<file path="src/rtl/seq_alu.sv">
// Multi-cycle ALU: single-cycle add/sub, shift-add multiply, restoring divide.
// Define SEQ_ALU_SAT_EN for unsigned saturation of add/sub/mul results.
module seq_alu #(
   parameter int WIDTH = 8
) (
   input  logic             Clk,
   input  logic             Reset,
   input  logic             Start,
   input  logic [1:0]       Opcode,
   input  logic [WIDTH-1:0] A,
   input  logic [WIDTH-1:0] B,
   input  logic             Cin,
   output logic             Busy,
   output logic             Done,
   output logic [WIDTH-1:0] Result,
   output logic [WIDTH-1:0] ResultHi,
   output logic             Cout,
   output logic             OF,
   output logic             DivZero
);

   localparam int CW = $clog2(WIDTH);
   localparam logic [CW-1:0] LAST = CW'(WIDTH - 1);

   localparam logic [1:0] OP_ADD = 2'b00;
   localparam logic [1:0] OP_SUB = 2'b01;
   localparam logic [1:0] OP_MUL = 2'b10;
   localparam logic [1:0] OP_DIV = 2'b11;

   typedef enum logic [2:0] {IDLE, ADDSUB, MUL, DIV, DONE} state_t;

   state_t           state;
   state_t           next_state;
   logic [WIDTH-1:0] op_a;
   logic [WIDTH-1:0] op_b;
   logic [1:0]       op_code;
   logic             op_cin;
   logic [CW-1:0]    count;
   logic [WIDTH-1:0] acc_hi;
   logic [WIDTH-1:0] acc_lo;
   logic             accept;

   logic             is_sub;
   logic [WIDTH-1:0] b_eff;
   logic             c_in;
   logic [WIDTH:0]   sum_ext;
   logic             carry_msb;
   logic             as_cout;
   logic             as_of;
   logic [WIDTH-1:0] as_result;

   logic [WIDTH:0]   mul_sum;
   logic [WIDTH-1:0] mul_hi_next;
   logic [WIDTH-1:0] mul_lo_next;
   logic [WIDTH-1:0] mul_result;

   logic [WIDTH:0]   div_shifted;
   logic             div_fits;
   logic [WIDTH-1:0] div_hi_next;
   logic [WIDTH-1:0] div_lo_next;

   assign accept = Start && ((state == IDLE) || (state == DONE));

   // Subtraction reuses the adder as A + ~B + 1, so Cout means "no borrow".
   assign is_sub    = (op_code == OP_SUB);
   assign b_eff     = is_sub ? ~op_b : op_b;
   assign c_in      = is_sub ? 1'b1 : op_cin;
   assign sum_ext   = {1'b0, op_a} + {1'b0, b_eff} + {{WIDTH{1'b0}}, c_in};
   assign carry_msb = op_a[WIDTH-1] ^ b_eff[WIDTH-1] ^ sum_ext[WIDTH-1];
   assign as_cout   = sum_ext[WIDTH];
   assign as_of     = carry_msb ^ as_cout;

`ifdef SEQ_ALU_SAT_EN
   always_comb begin
      as_result = sum_ext[WIDTH-1:0];
      if (!is_sub && as_cout)
         as_result = '1;
      else if (is_sub && !as_cout)
         as_result = '0;
   end
`else
   assign as_result = sum_ext[WIDTH-1:0];
`endif

   // Multiplier sits in acc_lo and shifts out LSB-first while the product fills from the top.
   assign mul_sum     = {1'b0, acc_hi} + (acc_lo[0] ? {1'b0, op_a} : {(WIDTH+1){1'b0}});
   assign mul_hi_next = mul_sum[WIDTH:1];
   assign mul_lo_next = {mul_sum[0], acc_lo[WIDTH-1:1]};

`ifdef SEQ_ALU_SAT_EN
   assign mul_result = (mul_hi_next != '0) ? '1 : mul_lo_next;
`else
   assign mul_result = mul_lo_next;
`endif

   // Dividend shifts out of acc_lo into the remainder; quotient bits shift in behind it.
   assign div_shifted = {acc_hi, acc_lo[WIDTH-1]};
   assign div_fits    = (div_shifted >= {1'b0, op_b});
   assign div_hi_next = div_fits ? (div_shifted[WIDTH-1:0] - op_b) : div_shifted[WIDTH-1:0];
   assign div_lo_next = {acc_lo[WIDTH-2:0], div_fits};

   // State register
   always_ff @(posedge Clk or posedge Reset) begin
      if (Reset)
         state <= IDLE;
      else
         state <= next_state;
   end

   // Next-state logic; divide by zero takes the single-cycle path
   always_comb begin
      next_state = state;
      case (state)
         IDLE, DONE: begin
            if (Start) begin
               case (Opcode)
                  OP_MUL:  next_state = MUL;
                  OP_DIV:  next_state = (B == '0) ? ADDSUB : DIV;
                  default: next_state = ADDSUB;
               endcase
            end else begin
               next_state = IDLE;
            end
         end
         ADDSUB:  next_state = DONE;
         MUL:     next_state = (count == LAST) ? DONE : MUL;
         DIV:     next_state = (count == LAST) ? DONE : DIV;
         default: next_state = IDLE;
      endcase
   end

   // Handshake outputs decoded from state
   always_comb begin
      Busy = 1'b0;
      Done = 1'b0;
      case (state)
         ADDSUB, MUL, DIV: Busy = 1'b1;
         DONE:             Done = 1'b1;
         default:          ;
      endcase
   end

   // Operand capture, iterative datapath and registered results
   always_ff @(posedge Clk or posedge Reset) begin
      if (Reset) begin
         op_a     <= '0;
         op_b     <= '0;
         op_code  <= '0;
         op_cin   <= 1'b0;
         count    <= '0;
         acc_hi   <= '0;
         acc_lo   <= '0;
         Result   <= '0;
         ResultHi <= '0;
         Cout     <= 1'b0;
         OF       <= 1'b0;
         DivZero  <= 1'b0;
      end else if (accept) begin
         op_a     <= A;
         op_b     <= B;
         op_code  <= Opcode;
         op_cin   <= Cin;
         count    <= '0;
         acc_hi   <= '0;
         acc_lo   <= (Opcode == OP_DIV) ? A : B;
         Result   <= '0;
         ResultHi <= '0;
         Cout     <= 1'b0;
         OF       <= 1'b0;
         DivZero  <= 1'b0;
      end else begin
         case (state)
            ADDSUB: begin
               if (op_code == OP_DIV) begin
                  Result   <= '1;
                  ResultHi <= op_a;
                  DivZero  <= 1'b1;
               end else begin
                  Result <= as_result;
                  Cout   <= as_cout;
                  OF     <= as_of;
               end
            end
            MUL: begin
               acc_hi <= mul_hi_next;
               acc_lo <= mul_lo_next;
               count  <= (count == LAST) ? '0 : count + CW'(1);
               if (count == LAST) begin
                  Result   <= mul_result;
                  ResultHi <= mul_hi_next;
               end
            end
            DIV: begin
               acc_hi <= div_hi_next;
               acc_lo <= div_lo_next;
               count  <= (count == LAST) ? '0 : count + CW'(1);
               if (count == LAST) begin
                  Result   <= div_lo_next;
                  ResultHi <= div_hi_next;
               end
            end
            default: ;
         endcase
      end
   end

endmodule

</file>
<file path="config.mk">
export PLATFORM = sky130hd
export DESIGN_NAME = seq_alu
export DESIGN_NICKNAME = d
export VERILOG_FILES = /design/src/rtl/seq_alu.sv
export SDC_FILE = /design/constraint.sdc
export NUM_CORES = 1
export LEC_CHECK = 0
export CORE_MARGIN = 2
export CORE_UTILIZATION = 57
export DETAILED_ROUTE_END_ITERATION = 12
export MAX_ROUTING_LAYER = met4
export PLACE_DENSITY = 0.89
export SLEW_MARGIN = 20
export SYNTH_ARGS = -nofsm -noshare
export SYNTH_HDL_FRONTEND = slang
export SYNTH_SLANG_ARGS = --single-unit
</file>
<file path="constraint.sdc">
create_clock -name Clk -period 4.38 [get_ports Clk]
set_clock_uncertainty 0.2 [all_clocks]
set_input_delay 0.876 -clock Clk [delete_from_list [all_inputs] [get_ports Clk]]
set_output_delay 0.876 -clock Clk [all_outputs]
set_load 0.05 [all_outputs]
</file>
==> metrics.txt, run 1 <==
# TYPE chip_impl_metric gauge
chip_impl_info{name="outcome",value="finished clean"} 1
chip_impl_metric{name="worst_margin_slew",unit="ps"} 1110
chip_impl_metric{name="placeableCoreArea",unit="mm^2"} 0.00679
chip_impl_metric{name="die_height",unit="um"} 87.9
chip_impl_metric{name="post-dp-hpwl",unit="mm"} 8.23
chip_impl_metric{name="grt_max_degree",unit=""} 50
chip_impl_metric{name="synthesis.nets",unit=""} 504
chip_impl_metric{name="drt_pass1_iterations",unit=""} 5
chip_impl_metric{name="synth.top_cell.area_share",unit="%"} 37.5
chip_impl_metric{name="post_synth_xor_area_fraction",unit="%"} 4.81
chip_impl_metric{name="postSynthAreaPerCell",unit="um^2"} 8.85
chip_impl_metric{name="globalRouteTotalUtil",unit="%"} 31.8
chip_impl_metric{name="floorplan.die.width",unit="um"} 87.9
chip_impl_metric{name="post_route_cells_drive_above_1_share",unit="%"} 5.65
chip_impl_metric{name="areaGrowthSynthToFinish",unit="%"} 16.9
chip_impl_metric{name="grt.overflow.total",unit=""} 0
chip_impl_info{name="rsz0062_at_grt",value="false"} 1
chip_impl_metric{name="gpl.final_weighted_congestion",unit=""} 0.884
chip_impl_metric{name="tritoncts_num_sinks",unit=""} 60
chip_impl_info{name="clockRootBuffer",value="clkbuf_8"} 1
chip_impl_metric{name="starting_density_of_the_core",unit="%"} 59.0
chip_impl_info{name="worst_path_most_repeated_cell",value="fa_1"} 1
chip_impl_metric{name="cts_buffer_depth",unit=""} 2
chip_impl_metric{name="synth_compound_gate_area_share",unit="%"} 19.1
chip_impl_metric{name="grt_pass1_wl",unit="mm"} 17.7
chip_impl_metric{name="yosys.area_share.simple",unit="%"} 19.7
chip_impl_info{name="timing.hold.worst.class",value="flip-flop to flip-flop"} 1
chip_impl_metric{name="timing.critical_path.fanout_max",unit=""} 9
chip_impl_metric{name="use_met1",unit="%"} 45.7
chip_impl_info{name="cts_tree",value="yes"} 1
chip_impl_metric{name="groute.layer.met2.usage",unit="%"} 44.6
chip_impl_metric{name="fp.dieArea",unit="mm^2"} 0.00772
chip_impl_metric{name="first_global_vias",unit=""} 3338
chip_impl_metric{name="setup_viol_count_final",unit=""} 0
chip_impl_metric{name="floorplan.rows",unit=""} 30
chip_impl_metric{name="seq_area",unit="mm^2"} 0.00150
chip_impl_metric{name="detail_route.drc_violations",unit=""} 0
chip_impl_metric{name="critPathRequiredTime",unit="ps"} 4420
chip_impl_metric{name="post_cts.repair.setup_buffers",unit=""} 0
chip_impl_metric{name="final.fill_count",unit=""} 559
chip_impl_info{name="setup.worst_path.end",value="OF"} 1
chip_impl_metric{name="synth_async_sr_flop_share",unit="%"} 100
chip_impl_metric{name="worst_skew_pair.late_latency",unit="ps"} 350
chip_impl_info{name="crit_start",value="op_code[1]"} 1
chip_impl_info{name="critical_path.endpoint_type",value="flip-flop"} 1
chip_impl_metric{name="fmaxAchievable",unit="GHz"} 0.302
chip_impl_metric{name="finish.net_count",unit=""} 542
chip_impl_metric{name="io_pins",unit=""} 43
chip_impl_metric{name="arrival",unit="ps"} 3350
chip_impl_metric{name="clock_tree.htree_level_count",unit=""} 3
chip_impl_metric{name="synth_edf_count",unit=""} 0
chip_impl_metric{name="timing.slew.headroom",unit="%"} 25.8
chip_impl_metric{name="routed_wl",unit="mm"} 11.0
chip_impl_info{name="synth_top_family_by_area",value="simple AND/OR/NAND/NOR gates"} 1
chip_impl_metric{name="worstRegToRegCells",unit=""} 10
chip_impl_info{name="gr-max-usage-layer",value="met1"} 1
chip_impl_metric{name="synth_sequential_area_ratio",unit="%"} 37.5
chip_impl_metric{name="finalSetupTns",unit="ps"} 0
chip_impl_info{name="post-synth-top-area-cell",value="dfrtp_1"} 1
chip_impl_info{name="criticalPathCategory",value="flip-flop to flip-flop"} 1
chip_impl_info{name="critical_path.startpoint_type",value="flip-flop"} 1
chip_impl_metric{name="hold_violations",unit=""} 0
chip_impl_metric{name="critPathMaxStageDelay",unit="ps"} 450
chip_impl_metric{name="postSynthRegisterBits",unit=""} 60
chip_impl_metric{name="synthesized_instance_count",unit=""} 453
chip_impl_metric{name="final.min_clock_period",unit="ps"} 3310
chip_impl_metric{name="number_of_hold_buffers_added_after_cts",unit=""} 0
chip_impl_metric{name="drt_iter0_drc",unit=""} 342
chip_impl_info{name="worst_r2r_startpoint",value="op_code[1]"} 1
chip_impl_metric{name="post_cts_resized",unit=""} 0
chip_impl_metric{name="insertedDiodeCount",unit=""} 0
chip_impl_metric{name="setup.reg_to_reg.worst_slack",unit="ps"} 1070
chip_impl_info{name="reg2reg_end",value="OF"} 1
chip_impl_metric{name="synthAdderAreaFrac",unit="%"} 9.80
chip_impl_metric{name="avgViaCountPerCell",unit=""} 6.07
chip_impl_info{name="min-delay-start",value="Result[0]"} 1
chip_impl_metric{name="numCtsBuffers",unit=""} 9
chip_impl_info{name="timing.critical_path.slowest_stage_cell",value="fa_1"} 1
chip_impl_metric{name="library_cells_used_by_synthesis",unit=""} 56
chip_impl_info{name="ys_top_cells_by_area",value="dfrtp_1 (37%), nand2_1 (7.9%), ha_1 (7.8%), mux2i_1 (4.7%), o21ai_0 (3.4%)"} 1
chip_impl_info{name="crit_chain",value="nand2b_1 -> xnor2_1 -> fa_1 -> fa_1 -> a21o_1 -> a21oi_1 -> o211ai_1 -> a31oi_1 -> xor2_1 -> o21ai_0"} 1
chip_impl_metric{name="number_of_antenna_violations_at_the_first_check_in_global_routing",unit=""} 0
chip_impl_metric{name="synth-warning-count",unit=""} 0
chip_impl_metric{name="synthesis.area",unit="mm^2"} 0.00401
chip_impl_metric{name="antenna_violating_nets_post_route",unit=""} 0
chip_impl_metric{name="timing.max_cap.violations",unit=""} 0
chip_impl_metric{name="clk_pin_slew_worst_paths",unit="ps"} 80
chip_impl_metric{name="dr_total_vias",unit=""} 3593
chip_impl_metric{name="multi_input_logic_area",unit="mm^2"} 0.00236
chip_impl_metric{name="post_synth_mux_area_share",unit="%"} 5.40
chip_impl_metric{name="period_share",unit="%"} 75.6
chip_impl_info{name="postSynth.topFlopCell",value="dfrtp_1"} 1
chip_impl_metric{name="io_buffers",unit=""} 42
chip_impl_metric{name="detail_route.wl_per_cell",unit="um"} 18.5
chip_impl_metric{name="groute.layer.met3.usage",unit="%"} 8.11
chip_impl_metric{name="final_slew_viol_count",unit=""} 0
-- state kept, by name (all words and copies together) (netlist names) --
name,cells
ResultHi,8
count,3
acc_lo,8
op_cin,1
op_a,8
Cout,1
OF,1
state,3
acc_hi,8
op_code,2
Result,8
op_b,8
DivZero,1
-- critical path: cells and delay by family (launching register included) --
kind,cells,cell delay [ps]
fa+ha+maj,2,870
simple gates,1,390
flops,1,420
compound gates,5,910
xor+xnor,2,400
-- stage by stage --
step	hold slack [ps]	cell area (um^2)	instances	worst slack [ps]	util, %
3_3_place_gp	250	4490	576	1170	66.2
2_1_floorplan	237	4010	453	1280	-
4_1_cts	278	4680	592	1070	68.9
6_report	273	4680	592	1070	68.9
3_5_place_dp	264	4490	576	1070	66.2
5_1_grt	293	4680	592	872	68.9
-- per-layer routing --
metal / part of all wire (%) / vias to the layer above / wire length [um]
li1: - / 1682 / -
met1: 46 / 1723 / 4990
met2: 43 / 167 / 4750
met3: 8.9 / 21 / 974
met4: 2.2 / 0 / 245
met5: 0 / - / 0
-- area by class of cell --
| cell class | count | share of cell area [%] |
|---|---|---|
| multi-input cells | 357 | 50.4 |
| flip-flops and latches | 60 | 32.1 |
| repair buffers | 46 | 9.62 |
| clock buffers | 11 | 3.23 |
| well taps | 96 | 2.56 |
| inverters | 17 | 1.39 |
| clock inverters | 5 | 0.775 |
-- Yosys cell counts, types with 5 or more instances --
cell type / number
nor2b_1: 6
ha_1: 25
a21o_1: 9
nand2_1: 84
mux2i_1: 19
nand3_1: 12
a21oi_1: 26
xor2_1: 7
o21ai_1: 6
o211ai_1: 6
o21ai_0: 27
clkbuf_1: 11
nor3_1: 9
xnor2_1: 15
nor2_1: 25
a32o_1: 6
nand2b_1: 7
dfrtp_1: 60
inv_1: 16
and2_1: 8
a22o_1: 5
-- cells by family after synthesis --
family,after synthesis
compound gates,115
xor+xnor,22
fa+ha+maj,29
buf+inv,36
flops,60
mux,21
simple gates,170
-- cells in the final DEF (no fill, tap or decap), types with 6 or more instances in the layout --
cell type         n
xor2_1            7
nand3_1          12
nor3_1            9
dfrtp_1          60
nand2_1          84
mux2i_1          19
o21ai_1           6
a21o_1            9
inv_1            15
o211ai_1          6
and2_1            8
clkbuf_8         11
a21oi_1          26
o21ai_0          27
ha_1             25
nor2_1           25
nand2b_1          7
a32o_1            6
xnor2_1          15
clkdlybuf4s50_1  42
-- how the worst min path moves through the flow --
stage / cells after the start / to / slack [ps]
2_1_floorplan: 2 / op_cin / 240
3_3_place_gp: 2 / Result[0] / 250
3_5_place_dp: 2 / Result[0] / 260
4_1_cts: 2 / Result[0] / 280
5_1_grt: 2 / Result[0] / 290
6_report: 2 / Result[0] / 270
Power of run 1 is not shown: default switching activity piles up to over one toggle a cycle in this logic, so the estimate is an artifact.
==> inputs of run 2 (changes only) <==
- clock period: 4.38 -> 3.4 ns (I/O delays scaled with it)
==> run 2 against run 1 <==
Compared with the run above: first-iteration DRC count rose by 2.0%; global-route usage up 0.075 points; die area unchanged; worst setup slack got worse by 770 ps; worst hold slack better by 17 ps; non-clock buffer count rose by 4; cell count up 0.68%; sequential share of layout area is 0.20 points lower; critical path depth rose by 1; cell area rose by 0.61%; fmax increased by 6.9%; sequential cell count did not move; critical path type unchanged; largest cell class unchanged.
==> metrics.txt, run 2 (synthesis results as in run 1) <==
# TYPE chip_impl_metric gauge
chip_impl_metric{name="period_share",unit="%"} 91.1
chip_impl_metric{name="antenna_violating_nets_post_route",unit=""} 0
chip_impl_info{name="rsz0062_at_grt",value="false"} 1
chip_impl_metric{name="avgViaCountPerCell",unit=""} 6.12
chip_impl_metric{name="insertedDiodeCount",unit=""} 0
chip_impl_metric{name="critPathMaxStageDelay",unit="ps"} 430
chip_impl_info{name="outcome",value="finished clean"} 1
chip_impl_metric{name="number_of_hold_buffers_added_after_cts",unit=""} 0
chip_impl_metric{name="hold_violations",unit=""} 0
chip_impl_metric{name="hold-worst-slack",unit="ps"} 290
chip_impl_metric{name="clk_pin_slew_worst_paths",unit="ps"} 80
chip_impl_metric{name="tritoncts_num_sinks",unit=""} 60
chip_impl_metric{name="cts_buffer_depth",unit=""} 2
chip_impl_metric{name="grt.overflow.total",unit=""} 0
chip_impl_metric{name="setup_viol_count_final",unit=""} 0
chip_impl_metric{name="io_pins",unit=""} 43
chip_impl_metric{name="finish.instance_area",unit="mm^2"} 0.00471
chip_impl_metric{name="post_route_cells_drive_above_1_share",unit="%"} 6.40
chip_impl_metric{name="gpl.final_weighted_congestion",unit=""} 1.04
chip_impl_metric{name="final.min_clock_period",unit="ps"} 3100
chip_impl_metric{name="fmaxAchievable",unit="GHz"} 0.323
chip_impl_metric{name="grt_pass1_wl",unit="mm"} 17.9
chip_impl_metric{name="final_cell_count_no_fill",unit=""} 596
chip_impl_metric{name="fp.dieArea",unit="mm^2"} 0.00772
chip_impl_metric{name="detail_route.wl_per_cell",unit="um"} 18.5
chip_impl_info{name="crit_chain",value="nand2b_1 -> buf_4 -> nand2b_1 -> fa_1 -> fa_1 -> a21o_1 -> a21oi_1 -> o211ai_1 -> a31oi_1 -> xor2_1 -> o21ai_0"} 1
chip_impl_metric{name="die_height",unit="um"} 87.9
chip_impl_metric{name="io_buffers",unit=""} 42
chip_impl_metric{name="dr_total_vias",unit=""} 3646
chip_impl_metric{name="floorplan.rows",unit=""} 30
chip_impl_info{name="timing.critical_path.slowest_stage_cell",value="dfrtp_1"} 1
chip_impl_metric{name="placement.cell_area",unit="mm^2"} 0.00454
chip_impl_info{name="critical_path.startpoint_type",value="flip-flop"} 1
chip_impl_metric{name="number_of_antenna_violations_at_the_first_check_in_global_routing",unit=""} 0
chip_impl_info{name="most_common_cell_after_layout_fill_and_taps_aside",value="nand2_1"} 1
chip_impl_metric{name="arrival",unit="ps"} 3130
chip_impl_metric{name="finish.net_count",unit=""} 546
chip_impl_metric{name="detail_route.drc_violations",unit=""} 0
chip_impl_metric{name="final_slew_viol_count",unit=""} 0
chip_impl_metric{name="globalRouteTotalUtil",unit="%"} 31.9
chip_impl_metric{name="first_global_vias",unit=""} 3477
chip_impl_metric{name="post-dp-hpwl",unit="mm"} 8.45
chip_impl_metric{name="clock_tree.htree_level_count",unit=""} 3
chip_impl_metric{name="timing.critical_path.fanout_max",unit=""} 8
chip_impl_metric{name="routed_wl",unit="mm"} 11.0
chip_impl_info{name="timing.hold.worst.class",value="flip-flop to flip-flop"} 1
chip_impl_metric{name="starting_density_of_the_core",unit="%"} 59.0
chip_impl_metric{name="timing.slew.headroom",unit="%"} 43.3
chip_impl_metric{name="numPlacedInstances",unit=""} 580
chip_impl_info{name="clockRootBuffer",value="clkbuf_8"} 1
chip_impl_info{name="critical_path.endpoint_type",value="flip-flop"} 1
chip_impl_info{name="cts_tree",value="yes"} 1
chip_impl_info{name="layout_common_cells",value="nand2_1 (84), dfrtp_1 (60), clkdlybuf4s50_1 (42)"} 1
chip_impl_metric{name="placeableCoreArea",unit="mm^2"} 0.00679
chip_impl_metric{name="worst_skew_pair.late_latency",unit="ps"} 350
chip_impl_metric{name="timing.max_cap.violations",unit=""} 0
chip_impl_metric{name="worst_margin_slew",unit="ps"} 848
chip_impl_metric{name="drt_pass1_iterations",unit=""} 5
chip_impl_metric{name="finalSetupTns",unit="ps"} 0
chip_impl_metric{name="drt_iter0_drc",unit=""} 349
chip_impl_metric{name="critPathRequiredTime",unit="ps"} 3430
chip_impl_info{name="criticalPathCategory",value="flip-flop to flip-flop"} 1
chip_impl_metric{name="numCtsBuffers",unit=""} 9
chip_impl_metric{name="post_cts_resized",unit=""} 0
chip_impl_metric{name="areaGrowthSynthToFinish",unit="%"} 17.6
chip_impl_metric{name="grt_max_degree",unit=""} 34
chip_impl_metric{name="floorplan.die.width",unit="um"} 87.9
chip_impl_metric{name="post_cts.repair.setup_buffers",unit=""} 0
==> run 2: cell types whose count changed in the layout (fill, tap and decap cells not counted), sizes merged <==
| cell | previous run | this run |
|---|---|---|
| inv | 16 | 19 |
| clkbuf | 11 | 9 |
| clkinvlp | 3 | 2 |
| buf | 4 | 8 |
==> run 2: cell type report <==
class / count / area, um^2
multi-input cells: 357 / 2360
fillers: 566 / 2080
flip-flops and latches: 60 / 1500
repair buffers: 50 / 493
clock buffers: 9 / 124
well taps: 96 / 120
inverters: 17 / 63.8
clock inverters: 7 / 51.3
==> run 2: metrics by stage <==
| step | setup WS (ps) | utilization [%] |
|---|---|---|
| final | 302 | 69.4 |
| after global routing | 92.6 | 69.4 |
| after CTS | 319 | 69.4 |
| after detailed placement | 323 | 66.8 |
| after global placement | 419 | 66.8 |
| after floorplan | 297 | - |
==> run 2: layer usage <==
layer | routed length, um | up-vias | GRT usage (%)
met4 | 267 | 0 | 9.93
met3 | 830 | 24 | 6.13
met5 | 0 | - | -
met1 | 4950 | 1766 | 44.5
met2 | 4970 | 156 | 47.0
li1 | - | 1700 | -
==> run 2: final timing paths <==
check	from	end	slack, ps	depth (start not counted)
setup / recovery	op_code[0]	OF	300	11
hold / removal	Result[0]	Result[0]	290	2
setup reg to reg	op_code[0]	OF	300	11
hold reg to reg	Result[0]	Result[0]	290	2
max in group asynchronous	Reset	acc_hi[3]	1860	3
min in group asynchronous	Reset	Result[6]	540	2
==> run 2: worst max-delay path: cells and delay by family (launching register included) <==
kind	cells	cell delay (ps)
AND/OR/NAND/NOR	2	220
flip-flops	1	430
adder cells (fa/ha/maj)	2	820
AO/OA/AOI/OAI	5	940
XOR/XNOR	1	160
buffers and inverters	1	200
Power of run 2 is left out for the same reason.
==> inputs of run 3 (changes only) <==
- CTS_CLUSTER_DIAMETER: not set -> 40
==> results of run 3 <==
Final layout, timing and power as in run 2 (identical DEF).
Power of run 3 is left out for the same reason.
